===== src/rtl/drum_pkg.sv =====
// ============================================================================
// drum_pkg : shared types and constants for the drum sample player
// Revision : 1.0
// ============================================================================
`default_nettype none

package drum_pkg;

    typedef enum logic [1:0] {
        S_WAIT    = 2'd0,
        S_READ    = 2'd1,
        S_CAPTURE = 2'd2
    } state_t;

    localparam int                     c_VEL_WIDTH = 2;
    localparam logic [c_VEL_WIDTH-1:0] c_VEL_FULL  = 2'd3;

endpackage

`default_nettype wire


===== src/rtl/drum_velocity_scale.sv =====
// ============================================================================
// drum_velocity_scale : signed sample attenuation by an arithmetic right shift
//                       of (full-scale velocity - vel)
// Revision : 1.0
// ============================================================================
`default_nettype none

module drum_velocity_scale
    import drum_pkg::*;
#(
    parameter int WIDTH = 8
) (
    input  logic [WIDTH-1:0]       sample_in,
    input  logic [c_VEL_WIDTH-1:0] vel,
    output logic [WIDTH-1:0]       sample_out
);

    logic [c_VEL_WIDTH-1:0] w_shamt;

    assign w_shamt    = c_VEL_FULL - vel;
    assign sample_out = $unsigned($signed(sample_in) >>> w_shamt);

endmodule

`default_nettype wire


===== src/rtl/drum_sample_player.sv =====
// ============================================================================
// drum_sample_player : plays one stored drum sample from BRAM, one read per
//                      codec ready strobe. Optional DRUM_VELOCITY_EN enables
//                      velocity attenuation of the output.
// Revision : 1.0
// ============================================================================
`default_nettype none

module drum_sample_player
    import drum_pkg::*;
#(
    parameter int LOGSIZE    = 14,
    parameter int WIDTH      = 8,
    parameter int SAMPLE_LEN = 16000
) (
    input  logic                   clk,
    input  logic                   reset,
    input  logic                   ready,
    input  logic                   trigger,
    input  logic [c_VEL_WIDTH-1:0] velocity,
    output logic [LOGSIZE-1:0]     bram_addr,
    output logic                   bram_we,
    input  logic [WIDTH-1:0]       bram_dout,
    output logic [WIDTH-1:0]       sample_out,
    output logic                   sample_valid,
    output logic                   playing,
    output logic                   done
);

    localparam logic [LOGSIZE-1:0] c_LAST = LOGSIZE'(SAMPLE_LEN - 1);

    state_t             r_state;
    state_t             w_next_state;
    logic [LOGSIZE-1:0] r_ptr;
    logic               r_playing;
    logic               r_restart_pending;
    logic [WIDTH-1:0]   r_sample;
    logic               r_valid;
    logic               r_done;
    logic [WIDTH-1:0]   w_scaled;

    always_ff @(posedge clk) begin
        if (reset) begin
            r_state <= S_WAIT;
        end else begin
            r_state <= w_next_state;
        end
    end

    always_comb begin
        w_next_state = r_state;
        case (r_state)
            S_WAIT:    if (ready) w_next_state = S_READ;
            S_READ:    w_next_state = S_CAPTURE;
            S_CAPTURE: w_next_state = S_WAIT;
            default:   w_next_state = S_WAIT;
        endcase
    end

    // A retrigger arriving during S_CAPTURE itself is folded into the restart
    // applied at the end of that same cycle.
    always_ff @(posedge clk) begin
        if (reset) begin
            r_ptr             <= '0;
            r_playing         <= 1'b0;
            r_restart_pending <= 1'b0;
            r_sample          <= '0;
            r_valid           <= 1'b0;
            r_done            <= 1'b0;
        end else begin
            r_valid <= 1'b0;
            r_done  <= 1'b0;
            case (r_state)
                S_WAIT: begin
                    if (trigger) begin
                        r_ptr             <= '0;
                        r_playing         <= 1'b1;
                        r_restart_pending <= 1'b0;
                    end
                end
                S_READ: begin
                    if (trigger) r_restart_pending <= 1'b1;
                end
                S_CAPTURE: begin
                    r_valid  <= 1'b1;
                    r_sample <= r_playing ? w_scaled : '0;
                    if (r_restart_pending || trigger) begin
                        r_ptr             <= '0;
                        r_playing         <= 1'b1;
                        r_restart_pending <= 1'b0;
                    end else if (r_playing) begin
                        if (r_ptr == c_LAST) begin
                            r_ptr     <= '0;
                            r_playing <= 1'b0;
                            r_done    <= 1'b1;
                        end else begin
                            r_ptr <= r_ptr + 1'b1;
                        end
                    end
                end
                default: ;
            endcase
        end
    end

`ifdef DRUM_VELOCITY_EN
    logic [c_VEL_WIDTH-1:0] r_vel_q;

    always_ff @(posedge clk) begin
        if (reset) begin
            r_vel_q <= c_VEL_FULL;
        end else if (trigger) begin
            r_vel_q <= velocity;
        end
    end

    drum_velocity_scale #(
        .WIDTH (WIDTH)
    ) u_scale (
        .sample_in  (bram_dout),
        .vel        (r_vel_q),
        .sample_out (w_scaled)
    );
`else
    logic unused_velocity;

    assign unused_velocity = ^velocity;
    assign w_scaled        = bram_dout;
`endif

    assign bram_addr    = r_ptr;
    assign bram_we      = 1'b0;
    assign sample_out   = r_sample;
    assign sample_valid = r_valid;
    assign playing      = r_playing;
    assign done         = r_done;

endmodule

`default_nettype wire


===== config.mk =====
export PLATFORM = sky130hd
export DESIGN_NAME = drum_sample_player
export DESIGN_NICKNAME = d
export VERILOG_FILES = /design/src/rtl/drum_pkg.sv /design/src/rtl/drum_velocity_scale.sv /design/src/rtl/drum_sample_player.sv
export SDC_FILE = /design/constraint.sdc
export NUM_CORES = 1
export LEC_CHECK = 0
export CORE_ASPECT_RATIO = 0.9
export CORE_UTILIZATION = 44
export CTS_CLUSTER_SIZE = 20
export DETAILED_ROUTE_END_ITERATION = 6
export PLACE_DENSITY = 0.81
export SYNTH_ARGS = -nofsm -noshare
export SYNTH_HDL_FRONTEND = slang
export SYNTH_SLANG_ARGS = --single-unit

===== constraint.sdc =====
create_clock -name clk -period 3.7 [get_ports clk]
set_clock_uncertainty 0.15 [all_clocks]
set_input_delay 0.74 -clock clk [delete_from_list [all_inputs] [get_ports clk]]
set_output_delay 0.74 -clock clk [all_outputs]
set_load 0.02 [all_outputs]

### After elaboration in Yosys (flattened, before gate mapping)

Cells that the tools add are included.

* bits of input ports: 14
* output and inout bits: 26
* word-level logic and storage cells: 44
* register bits after elaboration: 28

* bitwise gates (word level): 2
* eq/ne operators: 8
* reductions and logical operators: 8
* $add $sub $neg: 1
* muxes and demuxes: 18

Operators by type and width (number)
* 2-to-1 mux 14 bit: 4
* case mux 14 bit (2 select lines): 1
* adder 14 x 1 -> 14 bit (second input constant): 1
* == test 14 bit (second input constant): 1
* 2-to-1 mux 1 bit: 8
* 2-to-1 mux 8 bit: 1
* inequality test 2 bit (second input constant): 4
* case mux 2 bit (2 select lines): 1
* AND reduction 4 bit: 1
* OR reduction 4 bit: 1
* inequality test 3 bit (second input constant): 1
* case mux 1 bit (3 select lines): 1
* AND reduction 3 bit: 1
* nonzero test 3 bit: 1
* == test 2 x 1 -> 1 bit (second input constant): 1
* == test 2 bit (second input constant): 1
* zero test 2 bit: 1
* 2-to-1 mux 2 bit: 1
* inverter 1 bit: 2
* case mux 1 bit (2 select lines): 1
* AND reduction 2 bit: 1
* nonzero test 2 bit: 1
* logical OR 1 bit: 1

### Depth between registers and ports, before layout

* word-level depth: 5
* mapped depth: 5
* gate-level depth less buffers: 5

### Worst setup path before layout

Ideal clock, no wire load.

* path type: register -> register
* start point: register r_ptr[0] (netlist: bram_addr[0])
* end point: register r_ptr[1] (netlist: bram_addr[1])
* data required time: 3.418 ns
* setup slack: 1.751 ns
* period minus slack after synthesis: 1.949 ns
* path buffers: 0
* arrival: 1.667 ns
* cell stages (with the launch flop): 6
* library setup time: 0.132 ns
* cells stage by stage: dfxtp_1 -> ha_1 -> nand2_1 -> or4_4 -> a21oi_4 -> nor3_1

* word-level cells in the longest chain between the ends: 5
* elaborated cells between the ends (all ways): 6

RTL lines
* start: declaration: RTL line drum_sample_player.sv:34 `logic [LOGSIZE-1:0] r_ptr;`
* start signal: assignment: RTL line drum_sample_player.sv:97 `r_ptr <= r_ptr + 1'b1;`
* adder 14 x 1 -> 14 bit or == test 14 bit (tied branches): RTL line drum_sample_player.sv:97, drum_sample_player.sv:92
* 2-to-1 mux 14 bit (*): RTL line drum_sample_player.sv:92 `if (r_ptr == c_LAST) begin`
* 2-to-1 mux 14 bit (*): RTL line drum_sample_player.sv:91 `end else if (r_playing) begin`
* 2-to-1 mux 14 bit (*): RTL line drum_sample_player.sv:87 `if (r_restart_pending || trigger) begin`
* case mux 14 bit (2 select lines) (*): RTL line drum_sample_player.sv:73 `case (r_state)`

Mark *: on every way between the ends. The rest lies on a longest branch, timed or not. The select of a mux whose other input is x is not followed.
A chain may end at the register's enable or synchronous reset.

### Worst setup path in the final report

* start point: register r_playing (netlist: playing)
* end point: output playing

RTL lines
* start: declaration: RTL line drum_sample_player.sv:35 `logic r_playing;`
* start signal: assignment: RTL line drum_sample_player.sv:65 `r_playing <= 1'b0;`
* start signal: assignment: RTL line drum_sample_player.sv:77 `r_playing <= 1'b1;`
* start signal: assignment: RTL line drum_sample_player.sv:89 `r_playing <= 1'b1;`
* end: declaration: RTL line drum_sample_player.sv:26 `output logic playing,`

No word-level cell between the ends.

==> implementation parameters <==
Parameter                              Value

Timing
  Normalized max-slew margin    64.3%
  Highest Clock Rate    0.391 GHz
  Share of the clock period used by the worst path after layout    69.1%
  Aggregate negative setup slack    0 ps
  Number of setup violations in the final report    0
  Final Max Slew Viols    0
  Transition time at the pin with the least slew margin    ~530 ps
  Minimum clock period    2560 ps
  Setup repair after global routing missed its margin    false
  Number of hold violations in the final report    0

Worst hold path
  Path class of the lowest-slack min-delay path    flop to flop

Power and ir drop
  Static leakage    approximately 0.53 nW
  Power density cells    298 nW/um^2
  Peak supply drop    around 190 uV

Final layout
  Most common cell after layout, fill and taps aside    clkdlybuf4s50_1
  Number of non-filler instances in the completed layout    between 200 and 250
  Final standard cell utilization of the core    62.4%
  Total area of multi-input combinational cells    714 sq um
  Share of final-layout standard cells stronger than drive strength 1    8.79%
  Ant. Diodes    0
  Layout filler cell count    243
  Footprint of the flip-flops and latches    561 sq um
  Area growth from synthesis to final layout    32.5%
  Commonest cells after routing, fill and taps aside    clkdlybuf4s50_1, dfxtp_1, nand2_1
  Final Net Count    slightly below 200

Clocking
  Source-to-sink clock delay at the later pin of the worst-skew pair    340 ps
  Gates resized, CTS repair    0
  H-Tree Level Count    1
  CTS tree    done
  Post-CTS Hold Buffers    0
  Maximum clock insertion buffer count    2
  CTS Root Cell    clkbuf_4
  Post-CTS Setup Bufs    0
  Sinks on Clock Net    28
  Clock transition at the registers of the reported paths    between 100 and 150 ps
  Clock buffers created by TritonCTS    3

Yosys
  Simple-gate portion of the synthesized area    33.1%
  Post-synthesis net count    roughly 160
  Number of synthesized register bits    28
  Mean Syn Cell Area    8.82 sq um
  Combined area of all synthesized cells    1310 sq um
  Count of cell types in the netlist    43
  Share of the yosys chip area belonging to registers    43.0%
  Synth Area in XOR/XNOR    about 3.4%
  Largest cells by area after synthesis    dfxtp_1, nand3_1, nand2_1
  Count of flip-flops with a built-in enable after synthesis    0
  Synth Area in Compound Gates    15.4%
  Main combinational cell family by area after synthesis    simple AND/OR/NAND/NOR gates
  Area leader, netlist    dfxtp_1
  Share of the synthesized area in the top cell type    between 40% and 50%
  Share of synthesized area spent on multiplexers    1.63%
  Share of async-settable or async-resettable flops after synthesis    0%
  Adder and majority gate portion of the synthesized area    0.959%
  Synthesized instance count    148
  Top flip-flop cell by instance count after synthesis    dfxtp_1
  Synthesis Warnings    0

Run
  Max-cap violation count    0

Floorplanning
  Vert. Die Dim    roughly 54 um
  Width of the die    between 50 and 60 um
  Initial core utilization    47.1%
  Boundary pin count    40
  Number of placement rows    18
  Std-Cell Core Area    2770 sq um
  Overall die area    3190 sq um

Drt
  Wire length the detailed router placed on met1    about 1.4 mm
  Count of antenna-violating nets left after detailed routing    0
  Detailed Routing Iterations Pass 1    4
  Detailed route wirelength on metal2    1.61 mm
  Metal3 WL    252 um
  Remaining design rule violation count    0
  Top layer in use    met4
  Wire length per cell after detailed routing    15.1 um
  Total wirelength of the detailed-routed design    3.36 mm
  Vias/cell    5.91
  Starting DRT DRC Count    53
  Number of vias in the routed layout    ~1300

Critical path
  CP Max Fanout    15
  Critical path class    flop to primary output
  Worst path required time    roughly 2800 ps
  Sort of element at the end of the critical path    primary output
  Critical path's largest stage delay    about 700 ps
  Cell-by-cell trace of the critical path    clkdlybuf4s50_1
  Data arrival time of the critical path    1670 ps
  Cell at the slowest stage of the critical path    clkdlybuf4s50_1
  Cell family contributing the most delay on the critical path    buffers and inverters
  Number of buffers and inverters on the critical path    1
  Setup crit start kind    flop

Placement
  Cell count after placement    around 220
  Post-detailed-placement half-perimeter wirelength    2.47 mm
  Number of port buffers    36
  Routability congestion estimate from global placement    0.844

Global route
  GR Overflow Total    0
  Number of antenna violations at the first check in global routing    0
  Global-route wire length before repair    5.22 mm
  Via count of the first global-routing pass    1176
  All-Layer GR Usage    ~22%
  Largest net degree at the start of global routing    27

Outcome
  Result of the run    complete, no violations
## stage by stage
stage	hold WS (ps)	instance area [sq um]	power (W)	worst slack (ps)
finish	310	1730	0.000515	1140
global placement	289	1690	0.000368	1010
global route	334	1730	0.000539	1070
detailed placement	295	1690	0.000369	986
floorplan	348	1310	0.000346	1750
CTS	313	1730	0.000518	1140
## worst paths after layout
| path | start | end | slack (ps) | depth (start not counted) |
|---|---|---|---|---|
| hold / removal | sample_out[2] | sample_out[2] | 310 | 2 |
| hold reg to reg | sample_out[2] | sample_out[2] | 310 | 2 |
| setup / recovery | playing | playing | 1140 | 1 |
| setup reg to reg | bram_addr[0] | bram_addr[4] | 1640 | 5 |
## sequential cells by signal (all words and copies together) (netlist names)
register and flops:
sample_out 8, r_state 2, playing 1, r_restart_pending 1
bram_addr 14, sample_valid 1, done 1
## cells in the mapped netlist, types with 2 or more instances
cell type and number:
nor3b_1 2, a21oi_1 11, xnor2_1 3, nor4_1 6, nand3_1 16, a211oi_2 2, nor2_1 4, o31ai_1 2
nor3_1 11, nand2_1 17, or3_1 3, nand4_1 2, buf_1 3, dfxtp_1 28, a211oi_1 2, xor2_1 2
o21ai_0 5, clkbuf_1 3, or4_1 2
## kinds of logic (layout without fill, tap and decap cells)
logic type	Yosys count	in the layout
AO/OA/AOI/OAI	29	29
XOR/XNOR	5	5
adder cells (fa/ha/maj)	1	1
buffers and inverters	7	41
flip-flops	28	28
multiplexers	2	2
other	1	1
AND/OR/NAND/NOR	75	75
## metal layers
layer  track usage [%]  up-vias
li1                  -      620
met1              27.9      615
met2              35.0       69
met3              4.33        8
met4              12.7        0
met5                 0        -
## area by class of cell
class	count	share of cell area (%)
multi-input cells	113	41.3
flip-flops and latches	28	32.4
repair buffers	37	21.3
well taps	40	2.89
clock buffers	4	2.10
## power by group
part,internal (W),switching [W]
sequential,0.000305,0.00000659
combinational,0.0000224,0.0000297
clock,0.0000603,0.0000913
(Power assumes the default switching activity.)
